===== src/rtl/imm_encoder_if.sv =====
// Request/response bundle for imm_encoder: field inputs with valid/ready, and the encoded
// instruction with its address and error flag going out with valid/ready.
interface imm_encoder_if;
  logic        i_valid;
  logic        o_ready;
  logic [6:0]  i_opcode;
  logic [2:0]  i_funct3;
  logic [6:0]  i_funct7;
  logic [4:0]  i_rd;
  logic [4:0]  i_rs1;
  logic [4:0]  i_rs2;
  logic [63:0] i_imm;
  logic        o_valid;
  logic        i_ready;
  logic [31:0] o_instr;
  logic [63:0] o_addr;
  logic        o_err;

  modport master (
    output i_valid, i_opcode, i_funct3, i_funct7, i_rd, i_rs1, i_rs2, i_imm, i_ready,
    input  o_ready, o_valid, o_instr, o_addr, o_err
  );

  modport slave (
    input  i_valid, i_opcode, i_funct3, i_funct7, i_rd, i_rs1, i_rs2, i_imm, i_ready,
    output o_ready, o_valid, o_instr, o_addr, o_err
  );
endinterface


===== src/rtl/imm_encoder.sv =====
// Packs opcode, register fields and a decoder-unit immediate into a 32-bit RV instruction word
// through a 2-stage valid/ready pipeline. Optional IMM_ENCODER_DROP_ERR_EN drops error beats.
module imm_encoder #(
  parameter logic [63:0] BASE_ADDR = 64'h0,
  parameter int unsigned ADDR_STEP = 4
) (
  input logic          i_clk,
  input logic          i_rst,
  imm_encoder_if.slave bus
`ifdef IMM_ENCODER_DROP_ERR_EN
  ,
  output logic [15:0]  o_err_cnt
`endif
);

  localparam logic [6:0] OpLoad   = 7'b0000011;
  localparam logic [6:0] OpImm    = 7'b0010011;
  localparam logic [6:0] OpJalr   = 7'b1100111;
  localparam logic [6:0] OpStore  = 7'b0100011;
  localparam logic [6:0] OpBranch = 7'b1100011;
  localparam logic [6:0] OpLui    = 7'b0110111;
  localparam logic [6:0] OpAuipc  = 7'b0010111;
  localparam logic [6:0] OpJal    = 7'b1101111;
  localparam logic [6:0] OpReg    = 7'b0110011;
  localparam logic [2:0] F3Slli   = 3'b001;
  localparam logic [2:0] F3Srai   = 3'b101;

  typedef enum logic [2:0] {FmtR, FmtShift, FmtI, FmtS, FmtSb, FmtU, FmtUj, FmtBad} fmt_e;

  function automatic fmt_e classify(input logic [6:0] op, input logic [2:0] f3);
    fmt_e f;
    case (op)
      OpLoad, OpJalr:  f = FmtI;
      OpImm:           f = (f3 == F3Slli || f3 == F3Srai) ? FmtShift : FmtI;
      OpStore:         f = FmtS;
      OpBranch:        f = FmtSb;
      OpLui, OpAuipc:  f = FmtU;
      OpJal:           f = FmtUj;
      OpReg:           f = FmtR;
      default:         f = FmtBad;
    endcase
    return f;
  endfunction

  // Stage 1 state
  logic        s1_valid_q, s1_valid_d;
  fmt_e        s1_fmt_q;
  logic        s1_err_q;
  logic [6:0]  s1_opcode_q, s1_funct7_q;
  logic [2:0]  s1_funct3_q;
  logic [4:0]  s1_rd_q, s1_rs1_q, s1_rs2_q;
  logic [19:0] s1_imm_q;

  // Stage 2 / output state
  logic        s2_valid_q, s2_valid_d;
  logic [31:0] instr_q, instr_d;
  logic [63:0] addr_q, addr_d;

  fmt_e in_fmt;
  logic in_err;
  logic sh_ok, s12_ok, s20_ok;
  logic accept, pop, s2_free, s1_fwd, s1_drop;

  always_comb begin
    in_fmt = classify(bus.i_opcode, bus.i_funct3);
    sh_ok  = ~|bus.i_imm[63:5];
    s12_ok = (&bus.i_imm[63:11]) | ~|bus.i_imm[63:11];
    s20_ok = (&bus.i_imm[63:19]) | ~|bus.i_imm[63:19];
    in_err = 1'b1;
    case (in_fmt)
      FmtR:               in_err = 1'b0;
      FmtShift:           in_err = ~sh_ok;
      FmtI, FmtS, FmtSb:  in_err = ~s12_ok;
      FmtU, FmtUj:        in_err = ~s20_ok;
      default:            in_err = 1'b1;
    endcase
  end

`ifdef IMM_ENCODER_DROP_ERR_EN
  assign s1_drop = s1_valid_q & s1_err_q;
`else
  assign s1_drop = 1'b0;
`endif

  assign s2_free     = ~s2_valid_q | bus.i_ready;
  assign bus.o_ready = ~s1_valid_q | s2_free;
  assign accept      = bus.i_valid & bus.o_ready;
  assign pop         = s2_valid_q & bus.i_ready;
  assign s1_fwd      = s1_valid_q & ~s1_drop & s2_free;

  always_comb begin
    s1_valid_d = s1_valid_q;
    if (accept) begin
      s1_valid_d = 1'b1;
    end else if (s1_fwd || s1_drop) begin
      s1_valid_d = 1'b0;
    end

    s2_valid_d = s2_valid_q;
    if (s1_fwd) begin
      s2_valid_d = 1'b1;
    end else if (pop) begin
      s2_valid_d = 1'b0;
    end

    addr_d = pop ? addr_q + 64'(ADDR_STEP) : addr_q;

    // Bit scatter inverts what the decode stage gathers for each format.
    instr_d = {25'b0, s1_opcode_q};
    case (s1_fmt_q)
      FmtR:     instr_d = {s1_funct7_q, s1_rs2_q, s1_rs1_q, s1_funct3_q, s1_rd_q, s1_opcode_q};
      FmtShift: instr_d = {s1_funct7_q, s1_imm_q[4:0], s1_rs1_q, s1_funct3_q, s1_rd_q,
                           s1_opcode_q};
      FmtI:     instr_d = {s1_imm_q[11:0], s1_rs1_q, s1_funct3_q, s1_rd_q, s1_opcode_q};
      FmtS:     instr_d = {s1_imm_q[11:5], s1_rs2_q, s1_rs1_q, s1_funct3_q, s1_imm_q[4:0],
                           s1_opcode_q};
      FmtSb:    instr_d = {s1_imm_q[11], s1_imm_q[9:4], s1_rs2_q, s1_rs1_q, s1_funct3_q,
                           s1_imm_q[3:0], s1_imm_q[10], s1_opcode_q};
      FmtU:     instr_d = {s1_imm_q[19:0], s1_rd_q, s1_opcode_q};
      FmtUj:    instr_d = {s1_imm_q[19], s1_imm_q[9:0], s1_imm_q[10], s1_imm_q[18:11], s1_rd_q,
                           s1_opcode_q};
      default:  instr_d = {25'b0, s1_opcode_q};
    endcase
  end

  always_ff @(posedge i_clk) begin
    if (i_rst) begin
      s1_valid_q <= 1'b0;
      s2_valid_q <= 1'b0;
      instr_q    <= 32'h0;
      addr_q     <= BASE_ADDR;
    end else begin
      s1_valid_q <= s1_valid_d;
      s2_valid_q <= s2_valid_d;
      addr_q     <= addr_d;
      if (s1_fwd) begin
        instr_q <= instr_d;
      end
    end
  end

  always_ff @(posedge i_clk) begin
    if (accept) begin
      s1_fmt_q    <= in_fmt;
      s1_err_q    <= in_err;
      s1_opcode_q <= bus.i_opcode;
      s1_funct3_q <= bus.i_funct3;
      s1_funct7_q <= bus.i_funct7;
      s1_rd_q     <= bus.i_rd;
      s1_rs1_q    <= bus.i_rs1;
      s1_rs2_q    <= bus.i_rs2;
      s1_imm_q    <= bus.i_imm[19:0];
    end
  end

`ifdef IMM_ENCODER_DROP_ERR_EN
  logic [15:0] err_cnt_q;

  always_ff @(posedge i_clk) begin
    if (i_rst) begin
      err_cnt_q <= 16'h0;
    end else if (s1_drop && err_cnt_q != 16'hFFFF) begin
      err_cnt_q <= err_cnt_q + 16'h1;
    end
  end

  assign o_err_cnt = err_cnt_q;
  assign bus.o_err = 1'b0;
`else
  logic err_q;

  always_ff @(posedge i_clk) begin
    if (i_rst) begin
      err_q <= 1'b0;
    end else if (s1_fwd) begin
      err_q <= s1_err_q;
    end
  end

  assign bus.o_err = err_q;
`endif

  assign bus.o_valid = s2_valid_q;
  assign bus.o_instr = instr_q;
  assign bus.o_addr  = addr_q;

endmodule


===== src/flat_wrapper.sv =====
// flat-port wrapper written by rule: the top's interface ports become plain ports
module imm_encoder_flat 
#(
  parameter logic [63:0] BASE_ADDR = 64'h0,
  parameter int unsigned ADDR_STEP = 4
)
  (i_clk, i_rst, bus_i_valid, bus_i_opcode, bus_i_funct3, bus_i_funct7, bus_i_rd, bus_i_rs1, bus_i_rs2, bus_i_imm, bus_i_ready, bus_o_ready, bus_o_valid, bus_o_instr, bus_o_addr, bus_o_err);
  imm_encoder_if bus_i ();
  input logic i_clk;
  input logic i_rst;
  input wire logic [$bits(bus_i.i_valid)-1:0] bus_i_valid;
  input wire logic [$bits(bus_i.i_opcode)-1:0] bus_i_opcode;
  input wire logic [$bits(bus_i.i_funct3)-1:0] bus_i_funct3;
  input wire logic [$bits(bus_i.i_funct7)-1:0] bus_i_funct7;
  input wire logic [$bits(bus_i.i_rd)-1:0] bus_i_rd;
  input wire logic [$bits(bus_i.i_rs1)-1:0] bus_i_rs1;
  input wire logic [$bits(bus_i.i_rs2)-1:0] bus_i_rs2;
  input wire logic [$bits(bus_i.i_imm)-1:0] bus_i_imm;
  input wire logic [$bits(bus_i.i_ready)-1:0] bus_i_ready;
  output wire logic [$bits(bus_i.o_ready)-1:0] bus_o_ready;
  output wire logic [$bits(bus_i.o_valid)-1:0] bus_o_valid;
  output wire logic [$bits(bus_i.o_instr)-1:0] bus_o_instr;
  output wire logic [$bits(bus_i.o_addr)-1:0] bus_o_addr;
  output wire logic [$bits(bus_i.o_err)-1:0] bus_o_err;
  assign bus_i.i_valid = bus_i_valid;
  assign bus_i.i_opcode = bus_i_opcode;
  assign bus_i.i_funct3 = bus_i_funct3;
  assign bus_i.i_funct7 = bus_i_funct7;
  assign bus_i.i_rd = bus_i_rd;
  assign bus_i.i_rs1 = bus_i_rs1;
  assign bus_i.i_rs2 = bus_i_rs2;
  assign bus_i.i_imm = bus_i_imm;
  assign bus_i.i_ready = bus_i_ready;
  assign bus_o_ready = bus_i.o_ready;
  assign bus_o_valid = bus_i.o_valid;
  assign bus_o_instr = bus_i.o_instr;
  assign bus_o_addr = bus_i.o_addr;
  assign bus_o_err = bus_i.o_err;
  imm_encoder #(.BASE_ADDR(BASE_ADDR), .ADDR_STEP(ADDR_STEP)) u_core (.i_clk(i_clk), .i_rst(i_rst), .bus(bus_i));
endmodule

===== config.mk =====
export PLATFORM = sky130hd
export DESIGN_NAME = imm_encoder_flat
export DESIGN_NICKNAME = d
export VERILOG_FILES = /design/src/rtl/imm_encoder_if.sv /design/src/rtl/imm_encoder.sv /design/src/flat_wrapper.sv
export SDC_FILE = /design/constraint.sdc
export NUM_CORES = 1
export LEC_CHECK = 0
export CORE_ASPECT_RATIO = 0.8
export CORE_MARGIN = 2
export CORE_UTILIZATION = 54
export CTS_BUF_LIST = sky130_fd_sc_hd__clkbuf_2
export DETAILED_ROUTE_END_ITERATION = 8
export PLACE_DENSITY = 0.89
export SLEW_MARGIN = 20
export SYNTH_ARGS = -nofsm -noshare
export SYNTH_HDL_FRONTEND = slang
export SYNTH_SLANG_ARGS = --single-unit

===== constraint.sdc =====
create_clock -name i_clk -period 6.11 [get_ports i_clk]
set_input_delay 1.222 -clock i_clk [delete_from_list [all_inputs] [get_ports i_clk]]
set_output_delay 1.222 -clock i_clk [all_outputs]
set_load 0.03 [all_outputs]

Word level (Yosys, flattened, before mapping)
Index checks and enable logic that the tools add are counted.
- register bits: 155
- input bits: 100
- output and inout bits: 99
- word-level logic and storage cells: 73
- add/subtract/negate cells: 1
- eq/ne operators: 23
- multiplexer cells: 8
- bitwise logic cells: 11
- reductions and logical operators: 16
- operator list (cell ; count):
    case mux 32 bit (7 select lines) ; 1
    adder 64 x 3 -> 64 bit (second input constant) ; 1
    OR reduction 59 bit ; 1
    AND reduction 53 bit ; 1
    OR reduction 53 bit ; 1
    AND reduction 45 bit ; 1
    OR reduction 45 bit ; 1
    equality test 3 bit (second input constant) ; 7
    equality test 7 x 6 -> 1 bit (second input constant) ; 3
    equality test 7 bit (second input constant) ; 3
    case mux 3 bit (7 select lines) ; 1
    equality test 7 x 5 -> 1 bit (second input constant) ; 2
    equality test 3 x 2 -> 1 bit (second input constant) ; 4
    equality test 3 x 1 -> 1 bit (second input constant) ; 3
    equality test 7 x 2 -> 1 bit (second input constant) ; 1
    zero test 3 bit ; 2
    OR reduction 2 bit ; 3
    two-way mux 1 bit ; 4
    NOT 1 bit ; 4
    OR 1 bit ; 4
    case mux 1 bit (4 select lines) ; 1
    nonzero test 2 bit ; 2
    AND 1 bit ; 3
    OR reduction 3 bit ; 1
    3 further kinds ; 4

Depth between registers and ports, before layout
- depth in word-level cells: 7
- mapped depth: 8
- mapped depth without buffers: 6

Least setup slack after synthesis
No wires, ideal clock.
- kind: in2reg
- start: input port bus_i_ready
- end: register u_core.s1_err_q, enable pin
- library setup time: 0.419 ns
- arrival: 2.909 ns
- data required time: 5.691 ns
- slack: 2.782 ns
- stages on the path: 3
- buffers on the path: 0
- path through: nor2b_1 -> nand2_1 -> and2_1
- longest elaborated chain between the ends: 3
- ends and longest elaborated chain (element ; RTL line ; RTL):
    start: declaration ; flat_wrapper.sv:19 ; input wire logic [$bits(bus_i.i_ready)-1:0] bus_i_ready;
    OR 1 bit ; imm_encoder.sv:85 ; assign s2_free = ~s2_valid_q | bus.i_ready;
    OR 1 bit ; imm_encoder.sv:86 ; assign bus.o_ready = ~s1_valid_q | s2_free;
    via bus_o_ready ; flat_wrapper.sv:20 ; output wire logic [$bits(bus_i.o_ready)-1:0] bus_o_ready;
    AND 1 bit ; imm_encoder.sv:87 ; assign accept = bus.i_valid & bus.o_ready;
    via u_core.accept ; imm_encoder.sv:62 ; logic accept, pop, s2_free, s1_fwd, s1_drop;
    end signal: assignment ; imm_encoder.sv:145 ; s1_err_q <= in_err;
    end: declaration ; imm_encoder.sv:48 ; logic s1_err_q;
The timed path passes the listed nets, and every way through them passes these cells.
A chain may end at the register's enable or synchronous reset.

Worst setup path after layout
- start: input port bus_i_ready
- end: output port bus_o_ready
- longest elaborated chain between the ends: 2
- ends and longest elaborated chain (element ; RTL line):
    OR 1 bit ; imm_encoder.sv:85
    OR 1 bit ; imm_encoder.sv:86
    end: declaration ; flat_wrapper.sv:20
No other way between the ends.

==> flow_summary.ini <==
[grt]
grt_use_total_pct = 28.0
antenna_found_initial = 0
top_usage_layer = met2
use_met2_pct = 44.8
grt_max_degree = 85
grt_pass1_vias = 6178
grt_pass1_wl_um = 31400
overflow = 0
grtUsageMet1_pct = 38.7
use_met3_pct = 5.06

[synth]
avgSynthCellArea_sq_um = 9.32
muxShareOfSynthArea_pct = 1.31
ys.warnings.count = 0
synth_top_family_by_area = simple AND/OR/NAND/NOR gates
yosys.area.top_type = dfxtp_1
synth.area.top_cells = dfxtp_1 (27%), edfxtp_1 (23%), a21oi_1 (4.4%), nand2_1 (4.0%), nor2_1 (3.4%)
yosys.area_share.simple_pct = 25.1
seq_area_frac_synth_pct = 50.6
ys.flop_type = dfxtp_1
synth-compound-area-share_pct = 16.1
synth_fa_ha_area_share_pct = 0.175
synth_most_common_cell = dfxtp_1
synthDominantCellAreaShare_pct = 27.1
synth_edf_count = 56
synthDistinctLibCells = 59
syn_inst = 768
async_flop_share_pct = 0
yosys-top-cells-count = dfxtp_1 (97), nand2_1 (77), nor2_1 (64), a21oi_1 (63), edfxtp_1 (56)
ys_ff_latch = 153
synth-xor-area-share_pct = 3.43
syn_area_sq_um = 7160

[setup_path]
cp-start-kind = input pin
crit_path_frequent_cell = clkdlybuf4s50_1
worstPathCellList = clkdlybuf4s50_1 -> nor2b_1 -> nand2_1 -> clkdlybuf4s50_1
crit_family = buffers and inverters
cp_data_arrival_time_ps = 2670
crit_fanout = 7
critPathSlowestCell = clkdlybuf4s50_1
end_kind = output port
max_stage_delay_ps = 670
critPathKind = in2out
path_buf_inv = 2
crit_required_ps = 4890

[placement]
dp_slack_ps = 2060
gp_congestion = 0.879
dp_hpwl_um = 14500
io_buffers = 196
placed_area_sq_um = 9200

[finish]
area_growth_pct = 32.4
final_layout_size_suffix_gt1_share_pct = 5.33
stdcell_area_sq_um = 9480
postLayoutCoreUtil_pct = 73.4
n_fill_cell = 958
n_antenna_cell = 0
final_nets = 1044

[floorplan]
ios = 199
dieArea_sq_um = 14200
placementRows = 37
core-area_sq_um = 12900
initial_core_util_pct = 55.4
dieWidth_um = 133
dieHeight_um = 107

[clock_tree]
insertion_delay_ps = 750
ctsHoldBuffers = 0
path_clk_slew_ps = 210
htree_levels = 4
numCtsBuffers = 17
cts-resized-gates = 0
cts_tree = built
clock_sinks = 153
cts_setup_buffers = 0
cts-root-buf = clkbuf_2
clockBufferDepth = 2

[routing]
drc_errors = 0
ant_nets = 0
wire_per_inst_um = 17.9
vias_per_cell = 6.16
dr.pass1.iters = 6
drtIter0Drc = 664
drt-total-wl_um = 20300
route.vias.total = 6970

[pwr]
report.power.total_uw = 1960
powerDensity_nw_per_um2 = 206
p_leak_uw = 0.00308
ir_worst_vdd_v = 0.000125

[sta]
setup_viol = 0
rsz0062_at_grt = no
post-route-min-period_ps = 3890
slew_violations = 0
skew_ps = 50.2
post-route-period-util_pct = 63.7
tightest_slew_ps = 1060
clock.fmax_mhz = 257
slew_headroom_pct = 28.9
worst_slack_ps = 2220
tns_ps = 0
final_hold_viol_count = 0

[job]
drv_cap = 0

[run_status]
status = completed

[hold_path]
hold_class = reg2reg
-- state kept, by name (all words and copies together) (netlist names) --
signal / cells
u_core.s1_rd_q: 5
u_core.s1_rs1_q: 5
u_core.s1_funct7_q: 7
u_core.s1_fmt_q: 3
u_core.bus.o_err: 1
u_core.s1_rs2_q: 5
u_core.s1_opcode_q: 7
u_core.bus.o_addr: 62
u_core.s1_err_q: 1
u_core.bus.o_instr: 32
u_core.s1_imm_q: 20
u_core.bus.o_valid: 1
u_core.s1_funct3_q: 3
u_core.s1_valid_q: 1
-- placed cells by master, fill, tap and decap left out, types with 10 or more instances in the layout --
master	synthesis	final
clkdlybuf4s50_1	0	195
dfxtp_1	97	97
nand2_1	77	77
nor2_1	64	64
a21oi_1	63	63
edfxtp_1	56	56
nand3_1	40	40
nand4_1	36	36
o21ai_0	33	33
or4_1	27	27
o31ai_1	25	25
a22oi_1	24	24
nor4_1	22	22
xor2_1	18	18
clkbuf_2	0	17
a221oi_1	12	12
inv_1	10	10
xnor2_1	10	10
-- worst register-to-register path, cell delays in order, from the launching register on --
cell	delay [ps]
dfxtp_1	500
nand4_1	220
nor2_2	390
nand4_1	830
or4_1	780
a21oi_1	150
-- final cells by class --
class	instances	area (sq um)	area share, %
Clock buffer	17	85.1	0.897
Clock inverter	15	198	2.08
Inverter	12	45.0	0.475
Multi-Input combinational cell	557	3310	34.9
Sequential cell	153	3620	38.2
Tap cell	175	219	2.31
Timing Repair Buffer	202	2000	21.1
-- stage by stage --
step,hold slack [ps],instances
2_1_floorplan,471,769
3_3_place_gp,445,1099
3_5_place_dp,449,1099
4_1_cts,475,1131
5_1_grt,500,1131
6_report,474,1131
-- metal layers --
metal | part of all wire [%] | vias up | wire length [um]
met1 | 42 | 3298 | 8560
met2 | 47 | 370 | 9520
met3 | 8.7 | 33 | 1760
met5 | 0 | - | 0
met4 | 2.0 | 0 | 409
li1 | - | 3269 | -
-- report_power, final --
| part | switching [uW] | internal [uW] | total [uW] |
|---|---|---|---|
| clock | 405 | 247 | 652 |
| sequential | 22.7 | 1090 | 1110 |
| combinational | 98.0 | 95.6 | 194 |
| total | 525 | 1430 | 1960 |
-- final timing paths --
check                                      start                                   to  slack (ps)  cells after the start
min reg2reg  u_core.bus.o_instr[10]$_SDFFE_PP0P_  u_core.bus.o_instr[10]$_SDFFE_PP0P_         470                      2
min          u_core.bus.o_instr[10]$_SDFFE_PP0P_  u_core.bus.o_instr[10]$_SDFFE_PP0P_         470                      2
max reg2reg   u_core.bus.o_addr[10]$_SDFFE_PP0P_   u_core.bus.o_addr[61]$_SDFFE_PP0P_        3170                      5
max                                  bus_i_ready                          bus_o_ready        2220                      4
-- cells by family after synthesis --
kind of cell | count (synthesis)
flops | 153
compound gates | 184
other cells | 1
buf+inv | 59
fa+ha+maj | 1
simple gates | 333
mux | 9
xor+xnor | 28
(Power assumes the default switching activity.)
